===== src/rtl/demux_1to4_reg.sv =====
// demux_1to4_reg: routes one input word per cycle into one of four
// single-entry holding channels with valid/ready handshakes on both sides.
// Each channel keeps an 8-bit wrapping count of the words it has accepted.
module demux_1to4_reg #(
   parameter int WIDTH = 32
) (
   input  logic             clk,
   input  logic             rst,
   input  logic             in_valid,
   output logic             in_ready,
   input  logic [WIDTH-1:0] in_data,
   input  logic [1:0]       in_sel,
   output logic [3:0]       out_valid,
   input  logic [3:0]       out_ready,
   output logic [WIDTH-1:0] out_data0,
   output logic [WIDTH-1:0] out_data1,
   output logic [WIDTH-1:0] out_data2,
   output logic [WIDTH-1:0] out_data3,
   output logic [7:0]       cnt0,
   output logic [7:0]       cnt1,
   output logic [7:0]       cnt2,
   output logic [7:0]       cnt3
);

   // Per-channel holding registers, valid flags and accept counters.
   logic [WIDTH-1:0] data_p1 [4];
   logic [3:0]       vld_p1;
   logic [7:0]       cnt_p1  [4];

   logic       accept;
   logic [3:0] load;
   logic [3:0] drain;

   // Counter step; wraps 255 -> 0 naturally in 8 bits.
   function automatic logic [7:0] cnt_inc(input logic [7:0] c);
      return c + 8'd1;
   endfunction

   // Handshake decode: a channel can take a word when empty or draining now.
   always_comb begin
      in_ready = ~vld_p1[in_sel] | out_ready[in_sel];
      accept   = in_valid & in_ready;
      load     = 4'b0000;
      if (accept) begin
         load[in_sel] = 1'b1;
      end
      drain    = vld_p1 & out_ready;
   end

   // Stage p1: load on accept, clear valid on drain without refill.
   always_ff @(posedge clk) begin
      if (rst) begin
         vld_p1 <= 4'b0000;
         for (int i = 0; i < 4; i++) begin
            data_p1[i] <= '0;
            cnt_p1[i]  <= 8'd0;
         end
      end else begin
         for (int i = 0; i < 4; i++) begin
            if (load[i]) begin
               data_p1[i] <= in_data;
               vld_p1[i]  <= 1'b1;
               cnt_p1[i]  <= cnt_inc(cnt_p1[i]);
            end else if (drain[i]) begin
               vld_p1[i]  <= 1'b0;
            end
         end
      end
   end

   assign out_valid = vld_p1;
   assign out_data0 = data_p1[0];
   assign out_data1 = data_p1[1];
   assign out_data2 = data_p1[2];
   assign out_data3 = data_p1[3];
   assign cnt0      = cnt_p1[0];
   assign cnt1      = cnt_p1[1];
   assign cnt2      = cnt_p1[2];
   assign cnt3      = cnt_p1[3];

endmodule


===== config.mk =====
export PLATFORM = sky130hd
export DESIGN_NAME = demux_1to4_reg
export DESIGN_NICKNAME = d
export VERILOG_FILES = /design/src/rtl/demux_1to4_reg.sv
export SDC_FILE = /design/constraint.sdc
export NUM_CORES = 1
export LEC_CHECK = 0
export CAP_MARGIN = 0
export CORE_ASPECT_RATIO = 0.6
export CORE_MARGIN = 2
export CORE_UTILIZATION = 35
export DETAILED_ROUTE_END_ITERATION = 6
export DONT_BUFFER_PORTS = 1
export PLACE_DENSITY_LB_ADDON = 0.12
export SLEW_MARGIN = 20
export SYNTH_ARGS = -nofsm -noshare
export SYNTH_HDL_FRONTEND = slang
export SYNTH_SLANG_ARGS = --single-unit

===== constraint.sdc =====
create_clock -name clk -period 2.65 [get_ports clk]
set_clock_uncertainty 0.05 [all_clocks]
set_input_delay 0.53 -clock clk [delete_from_list [all_inputs] [get_ports clk]]
set_output_delay 0.53 -clock clk [all_outputs]
set_load 0.02 [all_outputs]

==> out/metrics.cfg <==
[synth]
avgSynthCellArea_sq_um=15.3
ys_warn_count=0
ys_seq_area_share_pct=74.2
synth_common_cells=edfxtp_1 (160), and2_1 (132), nor2_1 (16), o21ai_0 (16), nand3_1 (15)
synth_area_leader_cell=edfxtp_1
syn_area_sq_um=6580
synth_most_common_cell=edfxtp_1
ys_ff_latch=164
synth_top_flop_cell=edfxtp_1
synthCells=429
synth_edf_count=160
yosys-top-cells-area=edfxtp_1 (73%), and2_1 (13%), buf_6 (1.4%)
async_flop_share_pct=0
syn_nets=474
synth_top_cell_area_share_pct=73.0
ys_types=26

[pwr]
power_leakage_nw=2.64
ir_drop_mv=0.390
powerDensity_nw_per_um2=776
finalPower_mw=5.74

[route]
vias_per_cell=5.02
drt_drc_violations_left=0
ant_nets=0
via_count=3462
dr.pass1.iters=4
wl_microns=15700
initialDrtViolationCount=263
routedWlPerCell_microns=22.7

[die]
rows=38
die-width_microns=181
coreArea_sq_um=18300
die_h_microns=110
dieArea_sq_um=20000
initial_core_util_pct=36.0
pin_count=206

[timing]
worstMarginPinSlew_ns=0.525
max-slew-margin-rel_pct=65.0
max_freq_mhz=439
setup_viol=0
min_period_ns=2.28
slew_violations=0
hold_violations=0
finalSetupTns_ns=0
rsz0062_at_grt=no
whs_ns=0.179
fin_crit_sh_pct=86.0

[global_routing]
antenna_found_initial=0
track_usage_pct=16.0
grt_pass1_vias=3440
grt_overflow_total=0
grt_max_degree=37
grt_pass1_wl_microns=22900

[critical_path]
crit_path_max_incr_delay_ns=0.61
critPathLaunchType=flip-flop
path_buf_inv=0
crit_path_max_fanout=5
crit_family=multiplexers
cp_slowest_cell=mux4_2
cp.required_ns=2.07
crit_type=flip-flop to output port
setup.worst_path.end_class=output port
path_depth=2
path_cells=nand2b_1 -> mux4_2
arrival_ns=1.70
r2r_cells=3

[place]
numPortBuffers=0
hpwlAfterDp_microns=10400
gp_congestion=0.805
dp.cells=658
placed_cell_area_sq_um=6840

[hold_path]
hold_depth=1
holdCritPathClass=input pin to flip-flop

[run_status]
status=finished, final reports clean

[clock_tree]
cts_setup_buffers=0
cts.sinks=164
clk_pin_slew_ns=0.06
clock_path_buffers=2
htree_num_levels=4
cts_tree=yes
ctsRootBufferMaster=clkbuf_16
cts-resized-gates=0
postCtsHoldBufs=0
clk_latency_ns=0.41
cts_buffers=17

[cells_and_area]
area_delta_synth_final_pct=12.3
drive_gt1_share_pct=10.0
diodes=0
final_cells=689
nets=482
design_area_sq_um=7390

[job]
cap_viol_max_count=0

-- sequential cells by signal, indices dropped and copies added, names as in the netlist --
register,cells
data_p1,128
cnt_p1,32
out_valid,4
-- power breakdown --
group	leakage, nW	switching, mW	internal [mW]
sequential	1.75	0.241	2.98
combinational	0.635	0.119	0.0587
clock	0.258	1.04	1.30
total	2.64	1.40	4.34
-- stage by stage --
step | util [%] | setup WS [ns]
after global placement | 37.5 | 0.693
after detailed placement | 37.5 | 0.670
after floorplan | - | 0.384
final | 40.5 | 0.370
after global routing | 40.5 | 0.339
after CTS | 40.5 | 0.359
-- layer usage --
layer / GRT usage, % / part of all wire [%] / vias up
li1: - / - / 1560
met1: 21.9 / 48 / 1729
met2: 21.8 / 40 / 159
met3: 8.11 / 11 / 14
met4: 4.94 / 1.1 / 0
met5: 0 / 0 / -
-- worst paths after layout --
path,end,slack [ns],from
setup reg to reg,data_p1[3][1]$_SDFFCE_PN0P_,0.83,out_valid[3]$_SDFFE_PP0P_
setup / recovery,in_ready,0.37,out_valid[3]$_SDFFE_PP0P_
hold reg to reg,out_valid[2]$_SDFFE_PP0P_,0.66,out_valid[2]$_SDFFE_PP0P_
hold / removal,out_valid[2]$_SDFFE_PP0P_,0.18,rst
-- final cells by class --
class | instances | area [sq um]
Clock inverter | 14 | 128
Clock buffer | 17 | 425
Timing Repair Buffer | 4 | 80.1
Inverter | 3 | 11.3
Fill cell | 1692 | 10900
Tap cell | 240 | 300
Sequential cell | 164 | 4880
Multi-Input combinational cell | 247 | 1560
-- placed cells by master (no fill, tap or decap), drive strengths merged --
cell type,instances
a21oi,12
or3,12
edfxtp,160
dfxtp,4
clkinvlp,5
nor3b,1
and3,2
clkinv,3
nor2,16
and4,2
xnor2,5
nand2,6
bufinv,1
nand3,15
inv,8
and2,132
a31o,2
clkbuf,17
ha,4
xor2,7
nand4,6
o21ai,16
mux4,1
nand2b,4
nor2b,2
a41o,2
buf,4
-- logic make-up after synthesis --
group	after synthesis	share of synthesized area [%]
flops	164	74.2
mux	1	0.342
buf+inv	18	2.07
xor+xnor	12	1.60
fa+ha+maj	4	0.760
simple gates	198	18.3
compound gates	32	2.70
No activity file was read; power rests on OpenSTA's default activity.
